<file path="src/rtl/regfile_wb_arbiter.sv">
// Writeback arbiter for the RV32I register file: three sources, one-entry holding
// register each, round-robin drain into a registered one-hot write stage.
module regfile_wb_arbiter #(
  parameter int DATA_W = 32
) (
  input  logic              clk_i,
  input  logic              rst_i,
  input  logic [2:0]        req_valid_i,
  output logic [2:0]        req_ready_o,
  input  logic [4:0]        req_rd0_i,
  input  logic [4:0]        req_rd1_i,
  input  logic [4:0]        req_rd2_i,
  input  logic [DATA_W-1:0] req_data0_i,
  input  logic [DATA_W-1:0] req_data1_i,
  input  logic [DATA_W-1:0] req_data2_i,
  output logic [31:0]       wb_we_o,
  output logic [4:0]        wb_rd_o,
  output logic [DATA_W-1:0] wb_data_o,
  output logic [31:0]       busy_o
);

  logic [2:0]        held_q;
  logic [4:0]        rdHeld_q   [3];
  logic [DATA_W-1:0] dataHeld_q [3];
  logic [1:0]        ptr_q, ptr_d;
  logic [31:0]       wbWe_q, wbWe_d;
  logic [4:0]        wbRd_q;
  logic [DATA_W-1:0] wbData_q;

  logic [4:0]        reqRd   [3];
  logic [DATA_W-1:0] reqData [3];
  logic [1:0]        order   [3];
  logic [2:0]        grant;
  logic [1:0]        gntIdx;
  logic              gntValid;
  logic [4:0]        gntRd;

  assign reqRd[0]   = req_rd0_i;
  assign reqRd[1]   = req_rd1_i;
  assign reqRd[2]   = req_rd2_i;
  assign reqData[0] = req_data0_i;
  assign reqData[1] = req_data1_i;
  assign reqData[2] = req_data2_i;

  // Round-robin search starting at the pointer; first held port wins
  always_comb begin
    case (ptr_q)
      2'd1:    order = '{2'd1, 2'd2, 2'd0};
      2'd2:    order = '{2'd2, 2'd0, 2'd1};
      default: order = '{2'd0, 2'd1, 2'd2};
    endcase
    gntValid = 1'b0;
    gntIdx   = 2'd0;
    for (int k = 0; k < 3; k++) begin
      if (!gntValid && held_q[order[k]]) begin
        gntValid = 1'b1;
        gntIdx   = order[k];
      end
    end
    grant = gntValid ? (3'b001 << gntIdx) : 3'b000;
  end

  always_comb begin
    gntRd  = rdHeld_q[gntIdx];
    ptr_d  = ptr_q;
    wbWe_d = 32'd0;
    if (gntValid) begin
      ptr_d = (gntIdx == 2'd2) ? 2'd0 : gntIdx + 2'd1;
      // x0 consumes its slot but never raises a write enable
      if (gntRd != 5'd0) wbWe_d = 32'd1 << gntRd;
    end
  end

  assign req_ready_o = {3{~rst_i}} & (~held_q | grant);

  always_ff @(posedge clk_i) begin
    if (rst_i) begin
      held_q   <= 3'b000;
      ptr_q    <= 2'd0;
      wbWe_q   <= 32'd0;
      wbRd_q   <= 5'd0;
      wbData_q <= '0;
      for (int i = 0; i < 3; i++) begin
        rdHeld_q[i]   <= 5'd0;
        dataHeld_q[i] <= '0;
      end
    end else begin
      for (int i = 0; i < 3; i++) begin
        if (req_valid_i[i] && req_ready_o[i]) begin
          held_q[i]     <= 1'b1;
          rdHeld_q[i]   <= reqRd[i];
          dataHeld_q[i] <= reqData[i];
        end else if (grant[i]) begin
          held_q[i] <= 1'b0;
        end
      end
      ptr_q  <= ptr_d;
      wbWe_q <= wbWe_d;
      if (gntValid) begin
        wbRd_q   <= gntRd;
        wbData_q <= dataHeld_q[gntIdx];
      end
    end
  end

  // Scoreboard covers both the holding registers and the write stage
  always_comb begin
    busy_o = wbWe_q;
    for (int i = 0; i < 3; i++) begin
      if (held_q[i]) busy_o[rdHeld_q[i]] = 1'b1;
    end
    busy_o[0] = 1'b0;
  end

  assign wb_we_o   = wbWe_q;
  assign wb_rd_o   = wbRd_q;
  assign wb_data_o = wbData_q;

endmodule

</file>
<file path="config.mk">
export PLATFORM = sky130hd
export DESIGN_NAME = regfile_wb_arbiter
export DESIGN_NICKNAME = d
export VERILOG_FILES = /design/src/rtl/regfile_wb_arbiter.sv
export SDC_FILE = /design/constraint.sdc
export NUM_CORES = 1
export LEC_CHECK = 0
export ABC_AREA = 1
export CORE_MARGIN = 3
export CORE_UTILIZATION = 50
export DETAILED_ROUTE_END_ITERATION = 16
export GPL_TIMING_DRIVEN = 0
export HOLD_SLACK_MARGIN = 0.08
export PLACE_DENSITY_LB_ADDON = 0.25
export SLEW_MARGIN = 0
export SYNTH_ARGS = -nofsm -noshare
export SYNTH_HDL_FRONTEND = slang
export SYNTH_SLANG_ARGS = --single-unit
</file>
<file path="constraint.sdc">
create_clock -name clk_i -period 7.8 [get_ports clk_i]
set_input_delay 1.17 -clock clk_i [delete_from_list [all_inputs] [get_ports clk_i]]
set_output_delay 1.17 -clock clk_i [all_outputs]
set_load 0.05 [all_outputs]
</file>
== Yosys cells after proc, flatten, opt, wreduce, memory -nomap -nowiden ==
Memory sizes are Yosys's and may differ from the RTL's. A register that Yosys moved wholly into a read port is not among the register bits.
Cells that the tools add are included.

* Add/subtract/negate cells: 1
* Magnitude comparators: 9
* Equality and inequality tests: 3
* Shifts and indexed selects: 2
* Muxes and demuxes: 47
* Bitwise gates (word level): 15
* Reduce and logical (&&, ||, !) cells: 15

{| class="wikitable"
|+ Operators with widths
! cell !! number
|-
| 32-bit two-way mux || 6
|-
| 32-bit bitwise OR || 3
|-
| 1-bit by 5-bit left shift with 32-bit output (first input constant) || 1
|-
| 1-bit two-way mux || 26
|-
| 5-bit by 6-bit < comparator with 1-bit output (second input constant) || 3
|-
| 1-bit demux with 5-bit select || 3
|-
| 5-bit by 1-bit >= comparator with 1-bit output (second input constant) || 3
|-
| 5-bit two-way mux || 3
|-
| 6-bit one-hot mux with 2 select lines || 1
|-
| 2-bit by 3-bit < comparator with 1-bit output (second input constant) || 3
|-
| 1-bit logical AND || 8
|-
| 2-bit two-way mux || 4
|-
| 1-bit binary-select mux with 2-bit select || 3
|-
| 1-bit bitwise OR || 6
|-
| 2-bit nonzero test || 3
|-
| 5-bit nonzero test || 1
|-
| 2-bit equality test (second input constant) || 2
|-
| 3-bit bitwise AND || 1
|-
| 3-bit two-way mux || 1
|-
| 1-bit NOT || 3
|-
| 3-bit NOT || 1
|-
| 3-bit bitwise OR || 1
|-
| 3-bit OR reduction || 1
|-
| 1-bit by 2-bit left shift with 3-bit output (first input constant) || 1
|-
| 3 further kinds || 4
|}

* Register bits after elaboration: 42
* Memory bits (writable): 111
* Input bits: 116
* Output and inout bits: 104
* Logic and storage cells: 100
* Memories kept: 2

{| class="wikitable"
|+ Memory list
! memory !! depth !! bits a word !! rd ports !! clocked after Yosys merged registers in !! write ports !! RTL line !! RTL
|-
| dataHeld_q || 3 || 32 || 1 || 1 || 3 || 24 || <nowiki>logic [DATA_W-1:0] dataHeld_q [3];</nowiki>
|-
| rdHeld_q || 3 || 5 || 4 || 0 || 3 || 23 || <nowiki>logic [4:0] rdHeld_q [3];</nowiki>
|}

== Longest topological paths before layout ==
Gate-level depths: netlist of run 1.

* Depth in word-level cells: 20
* Gate-level depth with buffers: 20
* Depth with buffers taken out: 18

== Worst setup path before layout of run 1 ==
No wires, ideal clock.

* Path kind: register -> output
* From: register ptr_q[0]
* To: output port req_ready_o[2]
* Arrival time: 2.288 ns
* Slack: 4.342 ns
* Stages on the path, launching flop included: 14
* Path buffers: 0
* Cells stage by stage: dfxtp_1 > inv_1 > ha_1 > inv_2 > nand2_1 > nand3_1 > nand2_1 > nand2_2 > nand2_2 > nand2_4 > inv_1 > nor2_2 > nand3_1 > a21oi_1

* Longest elaborated chain between the ends: 15
* Elaborated cells on any way between the ends: 23
* Those cells by class: 2 x eq/ne; 1 x shift; 14 x mux; 2 x bitwise; 4 x reduce/logical

{| class="wikitable"
|+ Ends and longest elaborated chain
! item !! RTL line !! RTL
|-
| start, declared || 25 || <nowiki>logic [1:0] ptr_q, ptr_d;</nowiki>
|-
| start signal, assigned || 97 || <nowiki>ptr_q <= ptr_d;</nowiki>
|-
| 2-bit equality test or 2-bit by 1-bit equality test with 1-bit output (tied branches) || 47 || <nowiki>case (ptr_q)</nowiki>
|-
| 6-bit one-hot mux with 2 select lines * || 47 ||
|-
| 1-bit binary-select mux with 2-bit select || 55 || <nowiki>if (!gntValid && held_q[order[k]]) begin</nowiki>
|-
| 1-bit two-way mux (implied by the code) || 55 ||
|-
| 1-bit two-way mux || 55 ||
|-
| 1-bit zero test || 55 ||
|-
| 1-bit logical AND || 55 ||
|-
| 1-bit two-way mux || 55 ||
|-
| 1-bit zero test || 55 ||
|-
| 1-bit logical AND || 55 ||
|-
| 2-bit two-way mux || 55 ||
|-
| 1-bit by 2-bit left shift with 3-bit output || 60 || <nowiki>grant = gntValid ? (3'b001 << gntIdx) : 3'b000;</nowiki>
|-
| 3-bit two-way mux * || 60 ||
|-
| 3-bit bitwise OR * || 74 || <nowiki>assign req_ready_o = {3{~rst_i}} & (~held_q | grant);</nowiki>
|-
| 3-bit bitwise AND * || 74 ||
|-
| end, declared || 9 || <nowiki>output logic [2:0] req_ready_o,</nowiki>
|}

Every way passes the cells marked *; elsewhere a longest branch is shown, timed or not. The select of a mux whose other input is x is not followed.

== Worst setup path after layout of run 1 ==
* From: register ptr_q[0]
* To: output port req_ready_o[1]

The elaborated chain is that of the path after synthesis.

==> flow_summary.json, run 1 <==
{
  "worst_slew_pin_slew_ns": 1.15,
  "numCtsBuffers": 17,
  "remaining_drc_errors": 0,
  "hold_depth": 2,
  "vias_per_cell": 5.22,
  "synth_cells": 973,
  "cpMaxStageDelayCell": "clkdlybuf4s50_1",
  "final_common_cell": "clkdlybuf4s50_1",
  "yosys.area.top_type": "edfxtp_1",
  "core_area_um2": 16900,
  "rsz0062_at_grt": "false",
  "layout.cells.most_common_list": "clkdlybuf4s50_1, nand2_1, inv_1, edfxtp_1, nand2_2",
  "grt.overflow.total": 0,
  "die_height_um": 139,
  "place_inst": 1414,
  "placed_area_um2": 11300,
  "drive_gt1_share_pct": 18.5,
  "final_antenna_net_count": 0,
  "yosys-top-cells-area": "edfxtp_1, dfxtp_1, nand2_1, nand2_2, inv_1",
  "start_util_pct": 52.1,
  "synthArstFlopShare_pct": 0,
  "outcome": "finished, final reports clean",
  "slew_headroom_pct": 22.7,
  "ys_seq_area_share_pct": 54.6,
  "finalHoldViolations": 0,
  "path_buf_inv": 5,
  "num_antenna_cells": 0,
  "setup_viol": 0,
  "period_share_pct": 56.5,
  "syn-cell-area_um2": 8820,
  "vias": 7550,
  "cts_root_buffer": "clkbuf_16",
  "clkSlewWorstSetupHoldPaths_ns": 0.07,
  "avgSynthCellArea_um2": 9.06,
  "worst_clock_skew_ns": 0.0109,
  "antenna_found_initial": 0,
  "hold_buffers": 0,
  "die_x_um": 139,
  "grt_pass1_vias": 7296,
  "path_max_fanout": 7,
  "syn2layout_area_growth_pct": 35.1,
  "power_density_nw_per_um2": 360,
  "ys_types": 36,
  "grt_start_max_net_pins": 35,
  "insertion_delay_ns": 0.43,
  "track_usage_pct": 25.7,
  "io_pins": 220,
  "crit_path_end_kind": "primary output",
  "ir_drop_mv": 0.213,
  "ctsResizeCount": 0,
  "cts_tree": "yes",
  "maxSlewViolCount": 0,
  "initialDrtViolationCount": 860,
  "fin_util_pct": 70.3,
  "synth-main-ff-cell": "edfxtp_1",
  "die_area_um2": 19300,
  "leakage_nw": 5.24,
  "whs_ns": 0.451,
  "portBuffers": 217,
  "crit_path_start_kind": "register",
  "synth_warnings": 0,
  "critical_path.top_delay_family": "buffers and inverters",
  "post_cts_buffers": 0,
  "crit_required_ns": 6.63,
  "hold_class": "reg -> reg",
  "htreeDepth": 4,
  "worst_path_largest_cell_delay_ns": 0.81,
  "synth_top_area_share_pct": 37.8,
  "grt_pass1_wl_mm": 39.1,
  "wl_per_cell_um": 17.4,
  "cap_violations": 0,
  "crit_type": "reg -> out",
  "worstSetupPathDepth": 12,
  "fin_crit_ns": 4.40,
  "rows": 47,
  "drt_wl_total_mm": 25.2,
  "synth_seq_cells": 185,
  "cts_max_path_buffers": 2,
  "gp_congestion": 0.979,
  "stdcell_count": 1446,
  "postLayoutCellArea_um2": 11900,
  "fin_tns_setup_ns": 0,
  "max_freq_mhz": 227,
  "drt-pass1-iter-count": 6,
  "reg2reg_depth": 13,
  "hpwl_mm": 18.6,
  "cts.sinks": 185,
  "worstPathCellList": "inv_1, ha_1, inv_2, nand3_1, nand2_1, nand4_2, nand2_2, inv_2, o21ai_2, inv_1, nor2_1, clkdlybuf4s50_1",
  "synth_edf_count": 111,
  "fin_nets": 1333,
  "cp_data_arrival_time_ns": 3.23
}
[Yosys cell counts, types with 4 or more instances]
library cell  instances
buf_1                 5
nand2_2              95
buf_2                11
ha_1                  4
clkbuf_1             10
o21ai_0              13
nor3_1               21
a21oi_1              23
o31ai_1               7
a31o_2                7
o211ai_1             37
o221ai_1             17
nand3_2               5
edfxtp_1            111
dfxtp_1              74
nand3_1              67
nor2_1               62
nand2_1             210
inv_1               111
a31oi_1               7
buf_12               10
inv_2                46
[routing by layer]
metal	GRT usage (%)	vias to the layer above	part of all wire [%]
met5	0	-	0
met2	43.3	375	49
met3	6.03	38	8.5
met1	33.6	3474	41
li1	-	3663	-
met4	7.05	0	1.9
[cell families (layout without fill, tap and decap cells)]
family                   after synthesis  after routing  share of synthesized area, %
AND/OR/NAND/NOR                      466            466                          24.5
buffers and inverters                200            452                          10.9
flip-flops                           185            185                          54.6
AO/OA/AOI/OAI                        117            117                          9.37
adder cells (fa/ha/maj)                4              4                         0.568
other                                  1              2                        0.0425
[area by class of cell]
| type | instances | area (µm²) |
|---|---|---|
| buffer | 42 | 368 |
| clock buffer | 19 | 453 |
| clock inverter | 13 | 120 |
| fill | 1353 | 5030 |
| inverter | 158 | 596 |
| multi-input combinational | 589 | 3050 |
| sequential | 185 | 4810 |
| tap | 220 | 275 |
| timing repair buffer | 220 | 2230 |
[power breakdown]
group / total (mW) / internal (mW) / switching (mW)
Clock: 0.842 / 0.460 / 0.381
Sequential: 1.35 / 1.26 / 0.0928
Combinational: 2.09 / 0.654 / 1.44
[tightest hold or removal path, cell delays in order, from the launching register on]
cell and delay [ns]:
dfxtp_1 0.31, nand2_1 0.06, nand2_1 0.04
[flip-flops by register name (all words and copies together), names as in the netlist]
name and flops:
dataHeld_q 96, wb_data_o 32, wb_we_o 32, rdHeld_q 15, wb_rd_o 5, held_q 3, ptr_q 2
[through the flow]
stage,power [mW],setup slack (ns)
3_3_place_gp,3.40,3.91
3_5_place_dp,3.44,3.87
5_1_grt,4.51,3.18
6_report,4.28,3.40
4_1_cts,4.28,3.41
2_1_floorplan,2.77,4.34
[path summary, 6_finish.rpt]
check                                 start                          to  slack (ns)
setup / recovery      ptr_q[0]$_SDFFE_PP0P_              req_ready_o[1]        3.40
setup reg to reg      ptr_q[0]$_SDFFE_PP0P_  wb_data_o[16]$_SDFFE_PP0P_        4.86
hold / removal    wb_data_o[6]$_SDFFE_PP0P_   wb_data_o[6]$_SDFFE_PP0P_        0.45
hold reg to reg   wb_data_o[6]$_SDFFE_PP0P_   wb_data_o[6]$_SDFFE_PP0P_        0.45
No activity file was read; power rests on OpenSTA's default activity.
==> inputs of run 2 (changes only) <==
clock period = 4.28 ns   (was 7.8 ns; I/O delays follow)
==> results of run 2 <==
The final DEF is identical to that of run 1. Status: finished, final reports clean.
Main changes from that run: setup slack after placement 3.87 ns -> 0.881 ns; setup slack after layout 3.40 ns -> 0.404 ns; register-to-register setup slack 4.86 ns -> 1.34 ns; total power 4.28 mW -> 7.81 mW; worst IR drop on VDD 0.213 mV -> 0.388 mV
==> inputs of run 3 (changes only) <==
PLACE_DENSITY = 0.78   (was unset)
PLACE_DENSITY_LB_ADDON = unset   (was 0.25)
==> flow_summary.json, run 3 (same netlist as run 1, synthesis figures left out) <==
{
  "rsz0062_at_grt": "false",
  "path_buf_inv": 5,
  "cts_root_buffer": "clkbuf_16",
  "crit_path_end_kind": "primary output",
  "max_freq_mhz": 258,
  "worst_slew_pin_slew_ns": 1.18,
  "die_area_um2": 19300,
  "clkSlewWorstSetupHoldPaths_ns": 0.07,
  "largest_register": "dataHeld_q",
  "crit_path_start_kind": "register",
  "wl_per_cell_um": 17.3,
  "syn2layout_area_growth_pct": 35.2,
  "crit_required_ns": 3.64,
  "grt_pass1_wl_mm": 39.1,
  "crit_type": "reg -> out",
  "ir_drop_mv": 0.459,
  "die_height_um": 139,
  "ctsResizeCount": 0,
  "cp_data_arrival_time_ns": 3.23,
  "track_usage_pct": 25.7,
  "vias": 7446,
  "drt-pass1-iter-count": 6,
  "grt_start_max_net_pins": 34,
  "core_area_um2": 16900,
  "drt_wl_total_mm": 25.0,
  "start_util_pct": 52.1,
  "finalHoldViolations": 0,
  "insertion_delay_ns": 0.44,
  "fin_nets": 1333,
  "gp_congestion": 0.934,
  "power_density_nw_per_um2": 654,
  "largest_reg_flops": 96,
  "final_common_cell": "clkdlybuf4s50_1",
  "vias_per_cell": 5.15,
  "worstPathCellList": "inv_1, ha_1, inv_2, nand3_1, nand2_1, nand4_2, nand2_2, inv_2, o21ai_2, inv_1, nor2_1, clkdlybuf4s50_1",
  "worst_path_largest_cell_delay_ns": 0.80,
  "rows": 47,
  "remaining_drc_errors": 0,
  "path_max_fanout": 7,
  "worst_clock_skew_ns": 0.0171,
  "die_x_um": 139,
  "totalPowerFinal_mw": 7.79,
  "grt.overflow.total": 0,
  "numCtsBuffers": 17,
  "placed_area_um2": 11300,
  "maxSlewViolCount": 0,
  "outcome": "finished, final reports clean",
  "hpwl_mm": 18.8,
  "fin_crit_ns": 3.88,
  "grt_pass1_vias": 7269,
  "layout.cells.most_common_list": "clkdlybuf4s50_1, nand2_1, inv_1, edfxtp_1, nand2_2",
  "reg2reg_setup_slack_ns": 1.42,
  "critical_path.top_delay_family": "buffers and inverters",
  "setup_viol": 0,
  "drive_gt1_share_pct": 18.4,
  "post_cts_buffers": 0,
  "antenna_found_initial": 1,
  "io_pins": 220,
  "portBuffers": 217,
  "cap_violations": 0,
  "leakage_nw": 5.24,
  "final_antenna_net_count": 0,
  "postLayoutCellArea_um2": 11900,
  "cts_tree": "yes",
  "cts.sinks": 185,
  "htreeDepth": 4,
  "cpMaxStageDelayCell": "clkdlybuf4s50_1",
  "cts_max_path_buffers": 2,
  "slew_headroom_pct": 20.8,
  "hold_class": "reg -> reg",
  "fin_tns_setup_ns": 0,
  "initialDrtViolationCount": 682,
  "hold_buffers": 0,
  "period_share_pct": 90.6
}
==> run 3: changes by cell type in the layout (fill, tap and decap cells not counted), sizes merged <==
cell	before	now
clkinvlp	1	0
clkbuf	29	28
inv	161	167
bufinv	1	0
clkinv	8	5
diode	0	1
==> run 3: final timing paths <==
| kind | to | from | cells after the start |
|---|---|---|---|
| max reg2reg | rdHeld_q[2][1]$_SDFFCE_PN0P_ | ptr_q[0]$_SDFFE_PP0P_ | 15 |
| min | wb_data_o[4]$_SDFFE_PP0P_ | wb_data_o[4]$_SDFFE_PP0P_ | 2 |
| max | req_ready_o[1] | ptr_q[0]$_SDFFE_PP0P_ | 12 |
| min reg2reg | wb_data_o[4]$_SDFFE_PP0P_ | wb_data_o[4]$_SDFFE_PP0P_ | 2 |
==> run 3: report_power, final <==
part	internal, mW	switching [mW]	total, mW
logic	1.19	2.58	3.78
registers	2.29	0.173	2.46
clock network	0.784	0.764	1.55
==> run 3: per-stage QoR <==
stage	instances	worst slack (ns)	util, %	hold slack (ns)
after detailed placement	1414	0.887	66.9	0.443
after global routing	1447	0.189	70.4	0.470
after floorplan	974	1.06	-	0.463
after global placement	1411	0.532	66.5	0.436
final	1447	0.403	70.4	0.452
after CTS	1446	0.409	70.4	0.456
==> run 3: layer usage <==
metal  track usage (%)  wire length (µm)
met5                 0                 0
met4              7.21               485
met3              6.62              1870
met2              44.1             12300
met1              32.3             10400
==> run 3: worst register-to-register path: stages (launching register included) <==
cell	delay, ns
dfxtp_1	0.37
inv_1	0.09
ha_1	0.36
inv_2	0.14
nand3_1	0.09
nand2_1	0.14
nand4_2	0.19
nand2_2	0.17
inv_2	0.09
o21ai_2	0.23
nand3_1	0.19
nand3_2	0.19
buf_12	0.20
buf_12	0.17
nand2_2	0.06
inv_2	0.06
==> run 3: area by class of cell <==
cell class                 instances  area, µm²
inverter                         158        596
timing repair buffer             220       2230
multi-input combinational        589       3050
clock inverter                    14        150
buffer                            42        368
tap                              220        275
clock buffer                      18        429
sequential                       185       4810
fill                            1338       5020
antenna                            1       2.50
==> RTL change 1, RTL diff (settings of run 3) <==
`DATA_W`: 32 -> 48.
--- a/src/rtl/regfile_wb_arbiter.sv
+++ b/src/rtl/regfile_wb_arbiter.sv
@@ -2,5 +2,5 @@
 // register each, round-robin drain into a registered one-hot write stage.
 module regfile_wb_arbiter #(
-  parameter int DATA_W = 32
+  parameter int DATA_W = 48
 ) (
   input  logic              clk_i,
Ports: changed (resized req_data0_i, req_data1_i, req_data2_i and wb_data_o); port bits go from 220 to 284. No check against the original RTL was run, so the function may have changed too.
==> RTL change 1 against run 3 <==
Worst setup slack lost 0.21 ns. Largest power group unchanged. Highest routed layer unchanged. Largest cell class unchanged. Routed wire length grew 37%. Cell area grew 29%. Total power grew 34%. Sequential cell count grew 64. Register-to-register slack lost 0.40 ns. Synthesized area grew 26%. Core utilization grew 0.93 points. Hold slack lost 0.0014 ns.
==> RTL change 1: results (changes against run 3) <==
metric,value,unit,change
holdWs,0.451,ns,-0.00138 ns
buffers,341,,+30%
clkbuf_count,41,,+23
layout-drive-gt1-share,0.137,,-0.0474
cts_max_level,1,,-3
core,21500,µm²,+27%
synth.distinct_cells,39,,+8.3%
tightest_slew,1.34,ns,+0.162 ns
drt_iter0_drc,802,,+18%
grtUsageTotal,0.274,,+0.0167
grt_pass1_wl,51600,µm,+32%
via_per_inst,5.23,,+1.7%
r2r_cells,14,,-1
rr_endpoint,dataHeld_q[1][16]$_SDFFCE_PN0P_,,
status,"complete, no violations",,
hold_start,wb_data_o[15]$_SDFFE_PP0P_,,
gp_congestion,0.928,,-0.73%
hold_end,wb_data_o[15]$_SDFFE_PP0P_,,
vdd_drop_max,0.000389,V,-15%
dp.cells,1790,,+27%
synth-edff-count,159,,+43%
regArea,6580,µm²,+37%
syn_inst,1230,,+26%
largest_reg_flops,144,,+50%
grt_max_degree,33,,-2.9%
fin_skew,0.0124,ns,-0.00472 ns
inverters,206,,+30%
clk_latency,0.53,ns,+0.09 ns
numCtsBuffers,26,,+9
flops_and_latches,249,,+35%
non_clock_buffer_area_share,0.211,,-0.00753
io_buffers,281,,+29%
vias,9615,,+29%
placed_area,14400,µm²,+27%
synthTopCellsByCount,"385 x nand2_1, 159 x edfxtp_1, 103 x inv_1, 103 x inv_2, 90 x dfxtp_1",,
wl,34300,µm,+37%
cts-root-to-sink-buffers,3,,+1
multi_input_area_share,0.225,,-0.0307
dp_hpwl,25900,µm,+37%
fill_cells,1638,,+22%
[RTL change 1: stage by stage]
stage               utilization  setup WS [ns]
floorplan                     -          0.507
global placement          0.666         0.0142
detailed placement        0.669          0.779
CTS                       0.713          0.217
global route              0.713         0.0358
finish                    0.713          0.190
[RTL change 1: routing by layer]
| metal | vias up | GRT usage | share of wire |
|---|---|---|---|
| li1 | 4630 | - | - |
| met1 | 4454 | 0.371 | 0.41 |
| met2 | 477 | 0.458 | 0.48 |
| met3 | 54 | 0.0556 | 0.093 |
| met4 | 0 | 0.0621 | 0.019 |
| met5 | - | 0 | 0 |
[RTL change 1: cells by family (layout without fill, tap and decap cells)]
kind of cell    after synthesis  count (layout)  share of synthesized area
simple gates                581             581                      0.220
buf+inv                     263             595                      0.101
flops                       249             249                      0.590
compound gates              132             132                     0.0841
fa+ha+maj                     4               4                    0.00449
other cells                   1               2                   0.000337
[RTL change 1: power by group]
part | switching [mW] | internal [mW]
clock | 0.925 | 1.49
sequential | 0.241 | 3.12
combinational | 3.23 | 1.40
==> RTL change 2, RTL diff (config.mk and constraints of run 3) <==
Made on the original files. Make the reset (`rst_i`) asynchronous in one clocked block.
--- a/src/rtl/regfile_wb_arbiter.sv
+++ b/src/rtl/regfile_wb_arbiter.sv
@@ -74,5 +74,5 @@
   assign req_ready_o = {3{~rst_i}} & (~held_q | grant);
 
-  always_ff @(posedge clk_i) begin
+  always_ff @(posedge clk_i or posedge rst_i) begin
     if (rst_i) begin
       held_q   <= 3'b000;
Behaviour: not the same (Yosys sat finds a counterexample within 4 cycles, from zero or initial values and one cycle with rst_i high; the reset may be asserted at any time).
==> RTL change 2 against run 3 <==
Sequential cell count did not move. Via count rose by 20%. Critical endpoint is now req_ready_o[0]. Clock skew fell by 0.0040 ns. Synthesized cell count rose by 12%. Worst setup slack got worse by 0.25 ns. Critical path type unchanged. Routed wire length rose by 24%. Global-route usage rose by 5.8 points. Cell area rose by 0.95%. Synthesized area rose by 1.5%.
Power is not shown: default switching activity piles up to over one toggle a cycle in this logic, so the estimate is an artifact.
==> RTL change 2: results (changes against run 3) <==
metric,value,unit,change
layout.comb_gates.multi_input,774,,+31%
grtUsageTotal,0.315,,+0.0584
insertedDiodeCount,0,,-1
synthXorXnorAreaFrac,0,,unchanged
wl_met3,2700,µm,+45%
async_flop_share,1.00,,+1.00
rr_endpoint,rdHeld_q[6]$_DFFE_PP0P_,,
holdWs,0.474,ns,+0.0221 ns
clock_area_frac,0.0489,,+0.000268
gp_congestion,0.970,,+3.8%
area_growth,34.4,%,
clockRootBuffer,clkbuf_16,,
synth-compound-area-share,0.0837,,-0.00992
synth.distinct_cells,38,,+5.6%
worstPathMaxFanout,8,,+1
layout-drive-gt1-share,0.0666,,-0.118
r2r_cells,16,,+1
regArea,4630,µm²,-3.8%
dp_hpwl,23700,µm,+26%
rr_startpoint,ptr_q[0]$_DFFE_PP0P_,,
synth_adder_area_share,0.00559,,-0.0000841
yosysSeqAreaShare,0.517,,-0.0288
r2r_slack,1.29,ns,-0.13 ns
worstPathArrival,3.49,ns,+0.26 ns
use_met3,0.0649,,-0.00126
numCtsBuffers,17,,unchanged
vias,8931,,+20%
synthFlopType,dfrtp_1,,
clkbuf_count,20,,+2
hold_start,dataHeld_q[3]$_DFFE_PP0P_,,
status,"complete, no violations",,
yosys_warnings,0,,unchanged
gr-usage-met1,0.424,,+0.101
inverters,64,,-59%
fin_nets,1444,,+8.3%
fill_cells,1440,,+7.6%
wl_met1,12500,µm,+20%
buffers,282,,+7.6%
cp_top_family,buffers and inverters,,
tightest_slew,0.888,ns,-0.292 ns
first_global_vias,8738,,+20%
wl_met2,14800,µm,+20%
critical-path-max-stage-delay,0.82,ns,+0.02 ns
synthTopCellsByCount,"347 x nand2_1, 185 x dfrtp_1, 108 x nand3_1",,
fin_skew,0.0131,ns,-0.00400 ns
grt_pass1_wl,48100,µm,+23%
drt_iter0_drc,955,,+40%
routedWlPerCell,19.8,µm,+15%
highest-signal-layer,met4,,
cts-root-to-sink-buffers,2,,unchanged
multi_input_area_share,0.310,,+0.0545
antenna_found_initial,0,,-1
non_clock_buffer_area_share,0.213,,-0.00560
hold_end,dataHeld_q[3]$_DFFE_PP0P_,,
grt_max_degree,116,,+240%
synth.area.top_cells,"dfrtp_1 52%, nand2_1 15%, nand3_1 6.0%, nor2_1 4.4%, nand4_1 3.9%",,
met2_usage,0.502,,+0.0616
[RTL change 2: cell types whose count changed in the layout (fill, tap and decap cells not counted), moves of 43 or more]
| cell | delta |
|---|---|
| dfrtp_1 | +185 |
| inv_1 | -54 |
| edfxtp_1 | -111 |
| nand4_1 | +56 |
| nor2_1 | +43 |
| dfxtp_1 | -74 |
| nand2_1 | +140 |
| nand2_2 | -92 |
[RTL change 2: worst max path at each step]
stage / startpoint / endpoint / slack, ns / cells after the start
after detailed placement: ptr_q[0]$_DFFE_PP0P_ / req_ready_o[1] / 0.40 / 14
after global placement: rst_i / dataHeld_q[44]$_DFFE_PP0P_ / -1.74 / 4
after floorplan: rst_i / dataHeld_q[0]$_DFFE_PP0P_ / 0.25 / 3
final: ptr_q[0]$_DFFE_PP0P_ / req_ready_o[0] / 0.15 / 12
after CTS: ptr_q[0]$_DFFE_PP0P_ / req_ready_o[2] / 0.06 / 15
after global routing: ptr_q[0]$_DFFE_PP0P_ / req_ready_o[0] / 0.02 / 14
[RTL change 2: through the flow]
step | instances | worst slack (ns) | TNS, ns | utilization | instance area, µm²
final | 1562 | 0.149 | 0 | 0.691 | 12000
after floorplan | 1087 | 0.249 | 0 | - | 8950
after CTS | 1562 | 0.0560 | 0 | 0.691 | 12000
after global placement | 1529 | -1.74 | -331.02 | 0.655 | 11400
after global routing | 1562 | 0.0188 | 0 | 0.691 | 12000
after detailed placement | 1530 | 0.401 | 0 | 0.657 | 11400
[RTL change 2: what timing repair did]
action | 4_1_cts | 5_1_grt
endpoints found under the setup margin | 1 | 2
gates resized for setup | 1 | 3
endpoints found under the hold margin | 0 | 0
setup buffers | 0 | 0
[RTL change 2: tightest hold or removal path: stages (launching register included)]
cell and delay, ns:
dfrtp_1 0.35, nand2_1 0.05, nand2_1 0.04
